===== config.mk =====
export PLATFORM = sky130hd
export DESIGN_NAME = instr_reg
export DESIGN_NICKNAME = d
export VERILOG_FILES = /design/src/rtl/ir_pkg.sv /design/src/rtl/ir_decode.sv /design/src/rtl/instr_reg.sv
export SDC_FILE = /design/constraint.sdc
export NUM_CORES = 1
export LEC_CHECK = 0
export ABC_AREA = 1
export CELL_PAD_IN_SITES_DETAIL_PLACEMENT = 1
export CELL_PAD_IN_SITES_GLOBAL_PLACEMENT = 2
export CORE_MARGIN = 2
export CORE_UTILIZATION = 18
export DETAILED_ROUTE_END_ITERATION = 6
export PLACE_DENSITY_LB_ADDON = 0.1
export SYNTH_ARGS = -nofsm -noshare
export SYNTH_HDL_FRONTEND = slang
export SYNTH_SLANG_ARGS = --single-unit

===== constraint.sdc =====
create_clock -name clk -period 1.9 [get_ports clk]
set_clock_uncertainty 0.05 [all_clocks]
set_input_delay 0.57 -clock clk [delete_from_list [all_inputs] [get_ports clk]]
set_output_delay 0.57 -clock clk [all_outputs]
set_load 0.05 [all_outputs]

===== src/rtl/ir_pkg.sv =====
// Shared field map and constants for the 16-bit instruction register.
package ir_pkg;

  localparam int unsigned IR_W    = 16;
  localparam int unsigned FIELD_W = 4;

  localparam int unsigned OPC_MSB = 15;
  localparam int unsigned OPC_LSB = 12;
  localparam int unsigned RD_MSB  = 11;
  localparam int unsigned RD_LSB  = 8;
  localparam int unsigned RS_MSB  = 7;
  localparam int unsigned RS_LSB  = 4;
  localparam int unsigned RT_MSB  = 3;
  localparam int unsigned RT_LSB  = 0;
  localparam int unsigned IMM_W   = 8;

  localparam logic [FIELD_W-1:0] OPC_HALT     = 4'hF;
  localparam logic [IR_W-1:0]    IR_RESET_VAL = 16'h0000;

  typedef struct packed {
    logic [FIELD_W-1:0] opcode;
    logic [FIELD_W-1:0] rd;
    logic [FIELD_W-1:0] rs;
    logic [FIELD_W-1:0] rt;
    logic [IR_W-1:0]    imm_sx;
    logic               is_halt;
  } ir_fields_t;

  function automatic ir_fields_t ir_split(input logic [IR_W-1:0] w);
    ir_fields_t f;
    f.opcode  = w[OPC_MSB:OPC_LSB];
    f.rd      = w[RD_MSB:RD_LSB];
    f.rs      = w[RS_MSB:RS_LSB];
    f.rt      = w[RT_MSB:RT_LSB];
    f.imm_sx  = {{(IR_W-IMM_W){w[IMM_W-1]}}, w[IMM_W-1:0]};
    f.is_halt = (w[OPC_MSB:OPC_LSB] == OPC_HALT);
    return f;
  endfunction

endpackage


===== src/rtl/ir_decode.sv =====
// Combinational pre-decode of the held instruction word into its fields.
module ir_decode
  import ir_pkg::*;
(
  input  logic [IR_W-1:0]    d_out,
  output logic [FIELD_W-1:0] opcode,
  output logic [FIELD_W-1:0] rd,
  output logic [FIELD_W-1:0] rs,
  output logic [FIELD_W-1:0] rt,
  output logic [IR_W-1:0]    imm_sx,
  output logic               is_halt
);

  ir_fields_t fields;

  always_comb begin
    fields  = ir_split(d_out);
    opcode  = fields.opcode;
    rd      = fields.rd;
    rs      = fields.rs;
    rt      = fields.rt;
    imm_sx  = fields.imm_sx;
    is_halt = fields.is_halt;
  end

endmodule


===== src/rtl/instr_reg.sv =====
// Instruction register with pre-decoded fields.
// Optional previous-word register enabled by defining IR_PREV_EN.
module instr_reg
  import ir_pkg::*;
#(
  parameter int unsigned     WIDTH     = IR_W,
  parameter logic [IR_W-1:0] RESET_VAL = IR_RESET_VAL
) (
  input  logic               clk,
  input  logic               rst,
  input  logic               c_e,
  input  logic [WIDTH-1:0]   d_in,
  output logic [WIDTH-1:0]   d_out,
  output logic [FIELD_W-1:0] opcode,
  output logic [FIELD_W-1:0] rd,
  output logic [FIELD_W-1:0] rs,
  output logic [FIELD_W-1:0] rt,
  output logic [IR_W-1:0]    imm_sx,
  output logic               valid,
  output logic               is_halt,
  output logic [WIDTH-1:0]   d_prev
);

  logic [WIDTH-1:0] d_out_q, d_out_d;
  logic             valid_q, valid_d;

  always_comb begin
    d_out_d = d_out_q;
    valid_d = valid_q;
    if (c_e) begin
      d_out_d = d_in;
      valid_d = 1'b1;
    end
  end

  always_ff @(posedge clk or negedge rst) begin
    if (!rst) begin
      d_out_q <= RESET_VAL;
      valid_q <= 1'b0;
    end else begin
      d_out_q <= d_out_d;
      valid_q <= valid_d;
    end
  end

`ifdef IR_PREV_EN
  logic [WIDTH-1:0] prev_q, prev_d;

  // Old word is captured at the same edge the new one lands in d_out_q.
  always_comb begin
    prev_d = prev_q;
    if (c_e) prev_d = d_out_q;
  end

  always_ff @(posedge clk or negedge rst) begin
    if (!rst) prev_q <= RESET_VAL;
    else      prev_q <= prev_d;
  end

  assign d_prev = prev_q;
`else
  assign d_prev = RESET_VAL;
`endif

  assign d_out = d_out_q;
  assign valid = valid_q;

  ir_decode u_decode (
    .d_out   (d_out_q),
    .opcode  (opcode),
    .rd      (rd),
    .rs      (rs),
    .rt      (rt),
    .imm_sx  (imm_sx),
    .is_halt (is_halt)
  );

endmodule


After elaboration in Yosys (flattened, before gate mapping) --
Cells that the tools add are included.
Cells by class: equality and inequality tests 1
Operators with widths (number):
- == test 4 bit (second input constant) | 1
Word-level totals: register bits 17, input bits 19, output and inout bits 66, word-level logic and storage cells 3

Depth between registers and ports, before layout --
Gate-level depths: netlist of the first run.
word-level depth 1, depth in mapped cells 5, mapped depth without buffers 3

Modules after synthesis --
From an unflattened synthesis of the first run, not the netlist that was laid out.
Second synthesis, totals: cells, all modules 122, area, all modules 1051.0 um^2
By module, submodules not included:
- instr_reg | instances 1, cells each 87, area an instance 799.5 um^2, seq. area each 425.4 um^2
- ir_decode | instances 1, cells each 35, area an instance 251.5 um^2, seq. area each 0.0 um^2

Least setup slack after synthesis of the first run --
Ideal clock, no wire load.
kind reg-to-output, from register d_out_q[12] (netlist: d_out[12]), to output is_halt, data arrival time 1.430 ns, data required time 1.280 ns, setup slack -0.150 ns, stages on the path, launching flop included 3, path buffers 0, path through dfrtp_1 -> nand2_1 -> nor2_1
Between the ends: longest elaborated chain between the ends 1
RTL lines:
- start: declaration | line instr_reg.sv:24 | logic [WIDTH-1:0] d_out_q, d_out_d;
- start signal: assignment | line instr_reg.sv:41 | d_out_q <= d_out_d;
- == test 4 bit | line ir_pkg.sv:36 | f.is_halt = (w[OPC_MSB:OPC_LSB] == OPC_HALT);
- end: declaration | line instr_reg.sv:20 | output logic is_halt,
Every way passes these cells.

Worst setup path after layout of the first run --
from register d_out_q[13] (netlist: d_out[13]), to output is_halt
Same word-level chain as after synthesis.

==> run metrics, run 1 <==
status finished clean; final setup margin 0.1256 ns; wire per inst 11.78 microns; fmax 563.6 MHz; Vias 782; Worst Setup Start Kind flip-flop; share of cells above drive strength 1 0.4259; CTS buffer count 3; fillers 644; CTS tree yes; maximum VDD drop 0.0003161 V; Layout area overhead 93.06%; port bufs 68; Initial Util 0.1896; Crit Path Class reg2out; H-tree levels 1; Worst-Skew Late Latency 0.24 ns; DPL Wire Length 2.296 mm; Max Slew Vio Count 0; IO Count 85; # placed instances 230; first-pass GRT wire length 4.340 mm; violation count after the first detailed-route iteration 27; setup bufs post-CTS 0; Total GRT Usage 0.08586; worst hold path type reg2reg; worst r2r path cells 3; Setup crit end is_halt; Fin Setup TNS 0 ns; Synth Instances 122; Die W 80.87 microns; mapped cell area 1064 sq um; worst reg-to-reg setup slack 1.01 ns; crit path launch d_out[13]$_DFFE_PN0P_; initial antenna violation count 0; core area 5608 sq um; LEAKAGE 0.9710 nW; library cells used by synthesis 10; Max-cap violations 0; Routed Antenna Nets 0; Final Util 0.3661; Clock Tree Buf Depth 2; vias per cell 3.342; reg2reg start d_out[7]$_DFFE_PN0P_; Req. time, crit path 1.28 ns; register bit total from synthesis 17; Min Clock Period, post-route 1.774 ns; commonest non-fill, non-tap cell in the layout buf_12; # DRC 0; Worst setup EP type output port; vias in the first global route 825; Setup WS pre-CTS 0.2536 ns; RSZ-0062 raised after global routing false; setup violators final 0; clk sinks 17; Site Rows 27; Yosys warnings 0; global route overflow 0; cell area power density 790.7 nW/um^2; Worst Hold Path Cells 1; Critical Path AT 1.15 ns; hold_buf cts 0; fin nets 182; RR Endpoint d_out[7]$_DFFE_PN0P_; Final Power 1.623 mW; gpl congestion 0.6157; Seq/Total Area, Yosys 0.4000; die footprint 6539 sq um; Post-CTS Resized 0; Final Instance Count excl. Fillers 234; post-route clock period utilization 0.9339; n_diodes 0; clock slew seen by the registers of the worst setup and hold paths 0.06 ns; commonest non-fill, non-tap cells in the layout 49 x buf_12, 40 x nand2_1, 18 x clkdlybuf4s50_1; Crit Path Max Fanout 4; Avg Cell Area, Syn 8.717 sq um; pin count of the biggest net entering global routing 18; clock root cell clkbuf_8; final hold vios 0; first-pass iteration count of the detailed router 2; Final Routed Wirelength 2.756 mm; Die Y-Extent 80.87 microns
## worst min-delay path by stage
stage / slack, ns / endpoint / from
6_report: 0.43 / valid$_DFFE_PN0P_ / valid$_DFFE_PN0P_
5_1_grt: 0.47 / valid$_DFFE_PN0P_ / valid$_DFFE_PN0P_
4_1_cts: 0.43 / valid$_DFFE_PN0P_ / valid$_DFFE_PN0P_
3_5_place_dp: 0.41 / valid$_DFFE_PN0P_ / valid$_DFFE_PN0P_
3_3_place_gp: 0.41 / valid$_DFFE_PN0P_ / valid$_DFFE_PN0P_
2_1_floorplan: 0.22 / d_out[0]$_DFFE_PN0P_ / rst
## report_power, final
part / internal, mW / switching, mW / total [mW]
Combinational: 0.393 / 0.501 / 0.895
Sequential: 0.392 / 0.0717 / 0.463
Clock: 0.148 / 0.117 / 0.266
Total: 0.933 / 0.690 / 1.62
## layout make-up
class	instances	area, sq um	share of cell area
multi-input combinational	68	285.3	0.1389
inverter	1	8.758	0.004266
sequential	17	425.4	0.2072
clock buffer	4	45.04	0.02194
tap	72	90.09	0.04388
timing repair buffer	72	1199	0.5838
## synth_stat cells
library cell,count,area share
buf_12,1,0.019
buf_4,48,0.34
buf_6,2,0.021
conb_1,1,0.0035
dfrtp_1,17,0.40
inv_6,1,0.0082
nand2_1,40,0.14
nand2_2,10,0.059
nor2_1,1,0.0035
or2_1,1,0.0059
## sequential cells by signal, indices dropped and copies added, names as in the netlist
name and count:
valid 1, d_out 16
## critical path, stage by stage (launching register included)
cell and delay, ns:
dfrtp_1 0.49, nand2_1 0.10, nor2_2 0.16, buf_12 0.15
## stage by stage
step | instance area [sq um] | hold slack (ns)
final | 2053 | 0.4270
after CTS | 2053 | 0.4330
after floorplan | 1122 | 0.2244
after global routing | 2053 | 0.4704
after detailed placement | 2008 | 0.4090
after global placement | 2008 | 0.4147
## routing by layer
layer	share of wire	GRT usage	up-vias
met5	0	0	-
met4	0	0	0
met3	0.099	0.04222	0
met2	0.48	0.1438	46
met1	0.42	0.1064	356
li1	-	-	380
## logic make-up (layout without fill, tap and decap cells)
family	after synthesis	in the layout	share of synthesized area
AND/OR/NAND/NOR	52	52	0.2094
buffers and inverters	52	77	0.3871
flip-flops	17	17	0.4000
other	1	16	0.003526
(Power assumes the default switching activity.)
==> inputs of run 2 (changes only) <==
Settings changed: RECOVER_POWER from default to 100.
==> run metrics, run 2 (synthesis gave the netlist of run 1 again) <==
clk sinks 17 (unchanged); global route overflow 0 (unchanged); worst r2r path cells 3 (unchanged); worst hold path type reg2reg; Final Routed Wirelength 2.843 mm (+3.2%); vias in the first global route 825 (unchanged); Worst setup EP type output port; LEAKAGE 0.9923 nW (+2.2%); Int Pwr 0.7494 mW (-20%); n_diodes 0 (unchanged); violation count after the first detailed-route iteration 41 (+52%); Worst path depth 1 (-2); fmax 572.5 MHz (+1.6%); first-pass GRT wire length 4.340 mm (unchanged); hold path startpoint valid$_DFFE_PN0P_; core area 5608 sq um (unchanged); Max Slew Vio Count 0 (unchanged); Post-CTS Resized 0 (unchanged); sw power 0.6480 mW (-6.1%); reg2reg start d_out[7]$_DFFE_PN0P_; initial antenna violation count 0 (unchanged); # placed instances 230 (unchanged); Clk pwr share 0.190 (+0.026); crit-path max cell delay 0.47 ns (-0.02 ns); fin nets 182 (unchanged); Routed Antenna Nets 0 (unchanged); first-pass iteration count of the detailed router 2 (unchanged); RR Endpoint d_out[7]$_DFFE_PN0P_; Total GRT Usage 0.08586 (unchanged); CTS tree yes; Site Rows 27 (unchanged); Worst-Skew Late Latency 0.24 ns (about the same); fillers 676 (+5.0%); commonest non-fill, non-tap cells in the layout 43 x nand2_1, 20 x dlymetal6s2s_1, 17 x dfrtp_1, 17 x clkdlybuf4s50_1, 17 x clkbuf_2; final hold vios 0 (unchanged); Worst Path Buf+Inv 1 (unchanged); Worst path top cell family by delay buffers and inverters; sw frac 0.4637 (+0.03872); cell area power density 861.8 nW/um^2 (+9.0%); Req. time, crit path 1.28 ns (about the same); Final Instance Count excl. Fillers 234 (unchanged); Setup WS pre-CTS 0.2536 ns (unchanged); Initial Util 0.1896 (unchanged); Crit-path slowest cell dlymetal6s2s_1; vias per cell 3.368 (+0.77%); wire per inst 12.15 microns (+3.2%); Die W 80.87 microns (unchanged); Relative slew margins 0.3657; clock slew seen by the registers of the worst setup and hold paths 0.06 ns (about the same); Clock Tree Buf Depth 2 (unchanged); port bufs 68 (unchanged); sequential power share 0.302 (+0.017); Max-cap violations 0 (unchanged); Die Y-Extent 80.87 microns (unchanged); Crit Path Class reg2out; H-tree levels 1 (unchanged); commonest non-fill, non-tap cell in the layout nand2_1; worst hold endpoint valid$_DFFE_PN0P_; maximum VDD drop 0.0002966 V (-6.1%); Logic pwr share 0.508 (-0.043); hold_buf cts 0 (unchanged); Worst Setup Start Kind flip-flop; # DRC 0 (unchanged); CTS buffer count 3 (unchanged); Fin Setup TNS 0 ns (unchanged); Critical Path AT 1.13 ns (-0.02 ns); IO Count 85 (unchanged); gpl congestion 0.6157 (unchanged); setup violators final 0 (unchanged); Vias 788 (+0.77%); pin count of the biggest net entering global routing 18 (unchanged); Least-Margin Pin Slew 0.9515 ns; setup bufs post-CTS 0 (unchanged); final setup margin 0.1534 ns (+0.02779 ns); Crit Path Max Fanout 4 (unchanged); RSZ-0062 raised after global routing false; crit-path cells dlymetal6s2s_1; max reg flops 16 (unchanged); Min Clock Period, post-route 1.747 ns (-0.02778 ns); post-route clock period utilization 0.9193 (-0.01462); status finished clean; worst reg-to-reg setup slack 0.92 ns (-0.09 ns); Worst Hold Path Cells 1 (unchanged); DPL Wire Length 2.296 mm (unchanged); clock root cell clkbuf_8; Layout area overhead 52.47%; share of cells above drive strength 1 0.2593 (-0.1667); die footprint 6539 sq um (unchanged)
## run 2: final cells by class
type / instances / area (sq um) / area share
multi-input combinational: 68 / 275.3 / 0.1698
inverter: 1 / 3.754 / 0.002315
clock buffer: 4 / 45.04 / 0.02778
tap: 72 / 90.09 / 0.05556
timing repair buffer: 72 / 782.0 / 0.4823
sequential: 17 / 425.4 / 0.2623
## run 2: power groups by stage
stage / Clock [mW] / Combinational (mW) / Sequential, mW
after global placement: 0 / 0.896 / 0.470
after CTS: 0.280 / 0.904 / 0.465
after detailed placement: 0 / 0.903 / 0.471
final: 0.266 / 0.710 / 0.422
after global routing: 0.297 / 0.738 / 0.428
after floorplan: 0 / 0.458 / 0.538
## run 2: per-stage QoR
stage          area, sq um  hold WS (ns)  utilization  total power, mW
2_1_floorplan         1122        0.2244            -           0.9960
3_3_place_gp          2008        0.4147       0.3581            1.366
3_5_place_dp          2008        0.4090       0.3581            1.374
4_1_cts               2053        0.4330       0.3661            1.649
5_1_grt               1622        0.4659       0.2892            1.463
6_report              1622        0.4215       0.2892            1.397
## run 2: worst max-delay path by stage
stage,startpoint,to
3_3_place_gp,c_e,d_out[3]$_DFFE_PN0P_
2_1_floorplan,d_out[12]$_DFFE_PN0P_,is_halt
5_1_grt,rst,d_out[6]$_DFFE_PN0P_
6_report,d_out[6]$_DFFE_PN0P_,imm_sx[6]
3_5_place_dp,c_e,d_out[6]$_DFFE_PN0P_
4_1_cts,d_out[12]$_DFFE_PN0P_,is_halt
## run 2: per-layer routing
layer,wire [microns],part of all wire,GRT usage
met1,1229,0.43,0.1064
met2,1320,0.46,0.1438
met3,294,0.10,0.04222
met4,0,0,0
met5,0,0,0
==> inputs of run 3 (changes only) <==
Settings changed: CORE_ASPECT_RATIO from default to 0.7.
==> run metrics, run 3 (synthesis gave the netlist of run 1 again) <==
status finished clean; Layout area overhead 53.18%; Req. time, crit path 1.28 ns (about the same); setup violators final 0 (unchanged); global route overflow 0 (unchanged); Least-Margin Pin Slew 0.9118 ns (-0.03970 ns); Crit-path slowest cell clkbuf_4; Crit Path Max Fanout 12 (+8); Worst-Skew Late Latency 0.25 ns (about the same); first-pass iteration count of the detailed router 3 (+1); LEAKAGE 0.9464 nW (-4.6%); # DRC 0 (unchanged); die footprint 6549 sq um (+0.15%); Worst path depth 2 (+1); Final Routed Wirelength 2.550 mm (-10%); DPL Wire Length 2.091 mm (-8.9%); Min Clock Period, post-route 1.795 ns (+0.04835 ns); Die W 95.87 microns (+19%); commonest non-fill, non-tap cell in the layout nand2_1; Multi-input gate area 282.8 sq um (+2.7%); Routed Antenna Nets 0 (unchanged); metal2 WL 1.244 mm (-5.8%); core area 5727 sq um (+2.1%); sequential cell area 425.4 sq um (unchanged); Max-cap violations 0 (unchanged); violation count after the first detailed-route iteration 33 (-20%); Clock Tree Buf Depth 2 (unchanged); fillers 668 (-1.2%); clk sinks 17 (unchanged); Worst Setup Start Kind flip-flop; maximum VDD drop 0.0001874 V (-37%); fin nets 184 (+1.1%); Fin Setup TNS 0 ns (unchanged); final hold vios 0 (unchanged); crit-path max cell delay 0.34 ns (-0.13 ns); fmax 557.1 MHz (-2.7%); pin count of the biggest net entering global routing 18 (unchanged); Worst Hold Path Cells 1 (unchanged); share of cells above drive strength 1 0.3110 (+0.05172); crit-path cells clkbuf_4 > buf_4; commonest non-fill, non-tap cells in the layout 40 x nand2_1, 20 x clkbuf_2, 17 x dfrtp_1; Setup WS pre-CTS 0.2429 ns (-0.01064 ns); Worst path top cell family by delay buffers and inverters; final setup margin 0.1050 ns (-0.04835 ns); Final Util 0.2845 (-0.004691); Vias 799 (+1.4%); RR Endpoint d_out[7]$_DFFE_PN0P_; Initial Util 0.1857 (-0.003936); setup bufs post-CTS 0 (unchanged); hold_buf cts 0 (unchanged); Max Slew Vio Count 0 (unchanged); Setup crit end imm_sx[10]; DR WL met3 284 microns (-3.4%); IO Count 85 (unchanged); Worst Hold Margin 0.4167 ns (-0.004853 ns); gpl congestion 0.6369 (+3.4%); worst hold path type reg2reg; vias per cell 3.343 (-0.73%); n_diodes 0 (unchanged); Worst setup EP type output port; post-route clock period utilization 0.9447 (+0.02545); worst reg-to-reg setup slack 0.95 ns (+0.03 ns); M1 WL 1.021 mm (-17%); RSZ-0062 raised after global routing false; H-tree levels 1 (unchanged); clock root cell clkbuf_8; Relative slew margins 0.3921 (+0.02647); CTS tree yes; clock slew seen by the registers of the worst setup and hold paths 0.07 ns (about the same); Total GRT Usage 0.07849 (-0.007374); cell area power density 860.8 nW/um^2 (-0.11%); Die Y-Extent 68.31 microns (-16%); vias in the first global route 787 (-4.6%); worst r2r path cells 3 (unchanged); CTS buffer count 3 (unchanged); Crit Path Class reg2out; Critical Path AT 1.17 ns (+0.04 ns); initial antenna violation count 0 (unchanged); Worst Path Buf+Inv 2 (+1); reg2reg start d_out[7]$_DFFE_PN0P_; Top Metal Used met3; wire per inst 10.67 microns (-12%); Post-CTS Resized 0 (unchanged); first-pass GRT wire length 3.726 mm (-14%); port bufs 68 (unchanged); crit path launch d_out[7]$_DFFE_PN0P_; Site Rows 23 (-15%); max reg flops 16 (unchanged)
## run 3: changes by cell type in the layout (fill, tap and decap cells not counted), moves of 2 or more
cell / previous run / this run
nand2_2: 7 / 10
dlymetal6s2s_1: 20 / 14
nand2_1: 43 / 40
clkbuf_2: 17 / 20
buf_12: 12 / 14
## run 3: layer usage
layer,vias to the layer above,GRT usage
met2,54,0.1329
li1,382,-
met4,0,0.02679
met5,-,0
met3,0,0.03634
met1,363,0.08812
## run 3: layout make-up
type	instances	area share
Sequential cell	17	0.2611
Tap cell	75	0.05760
Clock inverter	1	0.003072
Timing Repair Buffer	74	0.4770
Multi-Input combinational cell	68	0.1736
Clock buffer	3	0.02535
Inverter	1	0.002304
## run 3: stage by stage
step | instances | cell area (sq um) | total power [mW]
floorplan | 137 | 1122 | 0.9960
global placement | 235 | 2027 | 1.369
detailed placement | 235 | 2027 | 1.376
CTS | 239 | 2073 | 1.649
global route | 239 | 1629 | 1.475
finish | 239 | 1629 | 1.402
## run 3: worst min-delay path by stage
stage | end | slack, ns | start
4_1_cts | valid$_DFFE_PN0P_ | 0.43 | valid$_DFFE_PN0P_
6_report | valid$_DFFE_PN0P_ | 0.42 | valid$_DFFE_PN0P_
2_1_floorplan | d_out[0]$_DFFE_PN0P_ | 0.22 | rst
5_1_grt | valid$_DFFE_PN0P_ | 0.45 | valid$_DFFE_PN0P_
3_3_place_gp | valid$_DFFE_PN0P_ | 0.41 | valid$_DFFE_PN0P_
3_5_place_dp | valid$_DFFE_PN0P_ | 0.41 | valid$_DFFE_PN0P_
## run 3: report_power, final
part           internal, mW  total, mW  switching (mW)  leakage, nW
Clock                 0.145      0.266           0.121       0.0255
Combinational         0.213      0.716           0.502        0.717
Sequential            0.392      0.421          0.0284        0.204
